$ cat src/rtl/alu_pkg.sv
// Shared types for the ALU command sequencer: opcodes, the queued command
// record and the sequencer FSM states.
package alu_pkg;

  localparam int ALU_WIDTH = 8;

  localparam logic [2:0] OP_ADD  = 3'b000;
  localparam logic [2:0] OP_SUB  = 3'b001;
  localparam logic [2:0] OP_AND  = 3'b010;
  localparam logic [2:0] OP_OR   = 3'b011;
  localparam logic [2:0] OP_XOR  = 3'b100;
  localparam logic [2:0] OP_GT   = 3'b101;
  localparam logic [2:0] OP_SHLA = 3'b110;
  localparam logic [2:0] OP_SHLB = 3'b111;

  typedef struct packed {
    logic [ALU_WIDTH-1:0] a;
    logic [ALU_WIDTH-1:0] b;
    logic [2:0]           op;
    logic                 ci;
    logic                 chain;
  } cmd_t;

  typedef enum logic [1:0] {
    ST_IDLE,
    ST_ISSUE,
    ST_RESP
  } state_t;

  // Only add and sub produce a carry worth chaining into the next byte.
  function automatic logic is_arith(input logic [2:0] op);
    return (op == OP_ADD) || (op == OP_SUB);
  endfunction

endpackage

$ cat src/rtl/alu_cmd_fifo.sv
// Command FIFO: power-of-two depth, registered occupancy count, head always
// visible on dout. Push when full or pop when empty is ignored.
module alu_cmd_fifo
  import alu_pkg::*;
#(
  parameter int DEPTH = 4,
  localparam int AW = $clog2(DEPTH)
) (
  input  logic        clk,
  input  logic        rst,
  input  logic        push,
  input  cmd_t        din,
  input  logic        pop,
  output cmd_t        dout,
  output logic [AW:0] count
);

  cmd_t          mem [DEPTH];
  logic [AW-1:0] wr_ptr;
  logic [AW-1:0] rd_ptr;
  logic          do_push;
  logic          do_pop;

  assign do_push = push && (count != (AW+1)'(DEPTH));
  assign do_pop  = pop && (count != '0);
  assign dout    = mem[rd_ptr];

  // NOTE: state registers use <= so every flop samples pre-edge values; = here would create order-dependent races.
  always_ff @(posedge clk or posedge rst) begin
    if (rst) begin
      wr_ptr <= '0;
      rd_ptr <= '0;
      count  <= '0;
    end else begin
      if (do_push) wr_ptr <= wr_ptr + AW'(1);
      if (do_pop)  rd_ptr <= rd_ptr + AW'(1);
      case ({do_push, do_pop})
        2'b10:   count <= count + (AW+1)'(1);
        2'b01:   count <= count - (AW+1)'(1);
        default: count <= count;
      endcase
    end
  end

  // NOTE: storage is deliberately not reset; the pointers and count decide which entries are valid.
  always_ff @(posedge clk) begin
    if (do_push) mem[wr_ptr] <= din;
  end

endmodule

$ cat src/rtl/alu_cmd_sequencer.sv
// Drives queued commands one at a time onto a combinational ALU, waits SETTLE
// cycles, captures result and flags, and returns them on a response stream.
module alu_cmd_sequencer
  import alu_pkg::*;
#(
  parameter int WIDTH  = ALU_WIDTH,
  parameter int DEPTH  = 4,
  parameter int SETTLE = 1
) (
  input  logic             clk,
  input  logic             rst,
  input  logic             cmd_valid,
  output logic             cmd_ready,
  input  logic [WIDTH-1:0] cmd_a,
  input  logic [WIDTH-1:0] cmd_b,
  input  logic [2:0]       cmd_op,
  input  logic             cmd_ci,
  input  logic             cmd_chain,
  output logic [WIDTH-1:0] alu_a,
  output logic [WIDTH-1:0] alu_b,
  output logic [2:0]       alu_opcode,
  output logic             alu_ci,
  input  logic [WIDTH-1:0] alu_fin,
  input  logic             alu_co,
  input  logic             alu_cf,
  input  logic             alu_zf,
  output logic             rsp_valid,
  input  logic             rsp_ready,
  output logic [WIDTH-1:0] rsp_fin,
  output logic             rsp_co,
  output logic             rsp_cf,
  output logic             rsp_zf,
  output logic [2:0]       rsp_op,
  output logic             carry_q,
  output logic             busy
);

  localparam int AW = $clog2(DEPTH);

  state_t      state, state_d;
  cmd_t        cmd_in, head;
  logic [AW:0] fifo_count;
  logic        fifo_empty;
  logic        pop, capture, release_rsp;
  logic [3:0]  cnt;

  assign cmd_in     = '{a: cmd_a, b: cmd_b, op: cmd_op, ci: cmd_ci, chain: cmd_chain};
  assign fifo_empty = (fifo_count == '0);
  assign cmd_ready  = (fifo_count != (AW+1)'(DEPTH));
  assign busy       = !fifo_empty || (state != ST_IDLE);

  alu_cmd_fifo #(.DEPTH(DEPTH)) u_fifo (
    .clk   (clk),
    .rst   (rst),
    .push  (cmd_valid && cmd_ready),
    .din   (cmd_in),
    .pop   (pop),
    .dout  (head),
    .count (fifo_count)
  );

  always_ff @(posedge clk or posedge rst) begin
    if (rst) state <= ST_IDLE;
    else     state <= state_d;
  end

  // NOTE: every always_comb output gets a default first, so no path can infer a latch.
  always_comb begin
    state_d     = state;
    pop         = 1'b0;
    capture     = 1'b0;
    release_rsp = 1'b0;
    unique case (state)
      ST_IDLE: if (!fifo_empty) begin
        pop     = 1'b1;
        state_d = ST_ISSUE;
      end
      ST_ISSUE: if (cnt == 4'd0) begin
        capture = 1'b1;
        state_d = ST_RESP;
      end
      ST_RESP: if (rsp_ready) begin
        release_rsp = 1'b1;
        state_d     = ST_IDLE;
      end
      default: state_d = ST_IDLE;
    endcase
  end

  // alu_* only change on a pop, so the ALU sees stable operands between commands.
  always_ff @(posedge clk or posedge rst) begin
    if (rst) begin
      alu_a      <= '0;
      alu_b      <= '0;
      alu_opcode <= '0;
      alu_ci     <= 1'b0;
      cnt        <= '0;
      rsp_valid  <= 1'b0;
      rsp_fin    <= '0;
      rsp_co     <= 1'b0;
      rsp_cf     <= 1'b0;
      rsp_zf     <= 1'b0;
      rsp_op     <= '0;
      carry_q    <= 1'b0;
    end else begin
      if (pop) begin
        alu_a      <= head.a;
        alu_b      <= head.b;
        alu_opcode <= head.op;
        alu_ci     <= head.chain ? carry_q : head.ci;
        cnt        <= 4'(SETTLE);
      end else if (state == ST_ISSUE && cnt != 4'd0) begin
        cnt <= cnt - 4'd1;
      end
      if (capture) begin
        rsp_valid <= 1'b1;
        rsp_fin   <= alu_fin;
        rsp_co    <= alu_co;
        rsp_cf    <= alu_cf;
        rsp_zf    <= alu_zf;
        rsp_op    <= alu_opcode;
        if (is_arith(alu_opcode)) carry_q <= alu_co;
      end
      if (release_rsp) rsp_valid <= 1'b0;
    end
  end

endmodule

$ cat config.mk
export PLATFORM = sky130hd
export DESIGN_NAME = alu_cmd_sequencer
export DESIGN_NICKNAME = d
export VERILOG_FILES = /design/src/rtl/alu_pkg.sv /design/src/rtl/alu_cmd_fifo.sv /design/src/rtl/alu_cmd_sequencer.sv
export SDC_FILE = /design/constraint.sdc
export NUM_CORES = 1
export LEC_CHECK = 0
export CAP_MARGIN = 20
export CORE_ASPECT_RATIO = 1.25
export CORE_MARGIN = 4
export CORE_UTILIZATION = 47
export CTS_CLUSTER_DIAMETER = 40
export DETAILED_ROUTE_END_ITERATION = 10
export PLACE_DENSITY = 0.7
export SLEW_MARGIN = 0
export SYNTH_ARGS = -nofsm -noshare
export SYNTH_HDL_FRONTEND = slang
export SYNTH_SLANG_ARGS = --single-unit
$ cat constraint.sdc
create_clock -name clk -period 2.2 [get_ports clk]
set_input_delay 0.33 -clock clk [delete_from_list [all_inputs] [get_ports clk]]
set_output_delay 0.33 -clock clk [all_outputs]
set_load 0.01 [all_outputs]
==> flow_metrics.tcl <==
set metrics [dict create \
    status "completed" \
    fin_skew_ps 9.23 \
    synth_top_area_cell "edfxtp_1" \
    die_h_um 126 \
    reg2reg_depth 9 \
    synth_top_family_by_area "multiplexers" \
    crit_arrival_ps 1820 \
    clock-sinks 133 \
    start_util_pct 48.8 \
    maxCapViolCount 0 \
    fmax_mhz 465 \
    finalHoldViolations 0 \
    synth_top_area_share_pct 48.0 \
    core-area_um2 10800 \
    clock_latency_ps 410 \
    yosysSeqAreaShare_pct 71.3 \
    synthDistinctLibCells 38 \
    gp_congestion 0.727 \
    grt_pass1_vias 2859 \
    power_density_nw_per_um2 1470 \
    setup_viol 0 \
    io_pins 74 \
    maxSlewHeadroom_pct 70.9 \
    final_area_um2 6830 \
    htreeDepth 4 \
    postSynth.asyncResetShare_pct 36.8 \
    synthAdderAreaFrac_pct 2.05 \
    num_vias 2669 \
    p_comb_share_pct 34.6 \
    pre_cts_ws_ps 55.0 \
    final_antenna_net_count 0 \
    cts-hold-fix-buffers 0 \
    io_buffers 73 \
    drc 0 \
    cts_tree "built" \
    placed_cell_area_um2 6210 \
    ys_warn_count 0 \
    drv_slew 0 \
    seqPwrFrac_pct 38.0 \
    diodes 0 \
    viasPerCell 5.24 \
    mostFrequentLayoutCell "edfxtp_1" \
    routed_wl_um 9160 \
    drive_gt1_share_pct 22.0 \
    synth_seq_cells 133 \
    final_cell_mix "edfxtp_1 (84), clkdlybuf4s50_1 (73), dfrtp_1 (49), clkbuf_16 (17)" \
    syn_area_per_cell_um2 19.9 \
    worst_pin_slew_ps 436 \
    setup_tns_ps 0 \
    fin_ws_ps 49.9 \
    die_x_um 103 \
    max-vdd-ir-drop_mv 0.680 \
    place_hpwl_um 5680 \
    root_buffer "clkbuf_16" \
    die_area_um2 13000 \
    area_delta_synth_final_pct 29.8 \
    power.share.clock_pct 27.4 \
    synth_compound_area_share_pct 1.02 \
    min_period_ps 2150 \
    routedWlPerCell_um 18.0 \
    row_count 42 \
    path_clk_slew_ps 50 \
    antenna_found_initial 0 \
    synth-xor-area-share_pct 1.00 \
    startpoint_type "flip-flop" \
    critPathKind "flip-flop to output pin" \
    p_int_uw 7270 \
    end_kind "output pin" \
    grt_usage_pct 15.2 \
    grt_first_pass_wirelength_um 14400 \
    grt_overflow 0 \
    yosys.area_share.simple_pct 3.36 \
    p_sw_uw 2760 \
    regToRegStartpoint "u_fifo.count[0]" \
    cts_max_path_buffers 2 \
    synthCells 264 \
    grt_max_degree 50 \
    synth_area_um2 5260 \
    fin_crit_sh_pct 97.7 \
    p_leak_uw 0.00264 \
    p_sw_share_pct 27.5 \
    final_core_util_pct 63.4 \
    r2r_slack_ps 90 \
    hp-class "primary input to asynchronous set/reset pin" \
    first_iter_violations 65 \
    crit_fanout 3 \
    r2r_end "u_fifo.count[2]" \
    required_ps 1870 \
    synth_edf_count 84 \
    cts_buffers 17 \
    fin_nets 408 \
    syn_nets 308 \
    synth_area_leaders "edfxtp_1 (48%), dfrtp_1 (23%), mux4_1 (7.5%), mux2_4 (4.3%), mux2_2 (2.8%)" \
    dr.pass1.iters 5 \
    synth_flop_cell "edfxtp_1" \
    synth.mux.area_fraction_pct 19.3 \
    n_fill_cell 767 \
]
-- through the flow --
stage                     instances  hold slack, ps  power (uW)
after detailed placement        473             482        7340
after floorplan                 264             429        5970
after global placement          473             475        7240
after CTS                       505             292       10100
final                           509             276       10000
after global routing            509             313       10600
-- worst max-delay path by stage --
| stage | endpoint | slack [ps] | depth (start not counted) | start |
|---|---|---|---|---|
| final | cmd_ready | 50 | 3 | u_fifo.count[0] |
| after CTS | u_fifo.count[2] | 40 | 9 | u_fifo.count[1] |
| after global routing | cmd_ready | -0.2 | 3 | u_fifo.count[0] |
| after detailed placement | u_fifo.count[2] | 60 | 9 | u_fifo.count[1] |
| after floorplan | u_fifo.count[2] | 130 | 9 | u_fifo.count[0] |
| after global placement | u_fifo.count[2] | 100 | 9 | u_fifo.count[1] |
-- state kept, by name (all words and copies together) (netlist names), 3 cells and up --
register	cells
u_fifo.mem	84
alu_a	8
alu_b	8
rsp_fin	8
cnt	4
alu_opcode	3
rsp_op	3
u_fifo.count	3
-- cells by family (layout without fill, tap and decap cells) --
kind of cell / Yosys count / after routing
flip-flops: 133 / 133
multiplexers: 61 / 61
AND/OR/NAND/NOR: 26 / 26
buffers and inverters: 20 / 133
AO/OA/AOI/OAI: 10 / 10
adder cells (fa/ha/maj): 8 / 8
XOR/XNOR: 6 / 6
-- layer usage --
layer | share of wire [%] | up-vias | global-route usage [%]
met5 | 0 | - | 0
met4 | 0.98 | 0 | 6.25
met3 | 5.4 | 8 | 5.48
met2 | 53 | 64 | 25.5
met1 | 41 | 1368 | 17.5
li1 | - | 1229 | -
-- power groups by stage --
stage	Sequential, uW	Combinational (uW)	Clock (uW)
2_1_floorplan	3970	2000	0
3_3_place_gp	3820	3410	0
3_5_place_dp	3870	3470	0
4_1_cts	3830	3490	2810
5_1_grt	3890	3750	2930
6_report	3810	3470	2750
-- what timing repair did --
item | CTS | global route
endpoints found under the hold margin | 0 | 0
setup endpoints to repair | 0 | 1
gates resized for setup | 0 | 1
setup buffers | 0 | 4
-- area by class of cell --
cell class	count	area, um^2	area share [%]
inverters	13	51.3	0.751
repair buffers	88	868	12.7
well taps	132	165	2.42
multi-input cells	111	1410	20.7
clock inverters	11	133	1.94
clock buffers	21	450	6.60
flip-flops and latches	133	3750	54.9
-- Yosys cell counts (3+ instances only) --
cell type and n:
dfrtp_1 49, o21ai_0 6, a21oi_1 3, mux4_1 15
mux2_2 13, mux2i_1 6, mux2_4 15, xnor2_1 4
and3_1 4, mux2_1 7, ha_1 7, nand3_1 3
mux4_2 5, edfxtp_1 84, inv_1 12
-- critical path: stages, from the launching register on --
cell and delay [ps]:
dfrtp_1 380, or3b_4 410, buf_4 150, clkdlybuf4s50_1 480
Note: power is estimated with default switching activity, not from simulation.
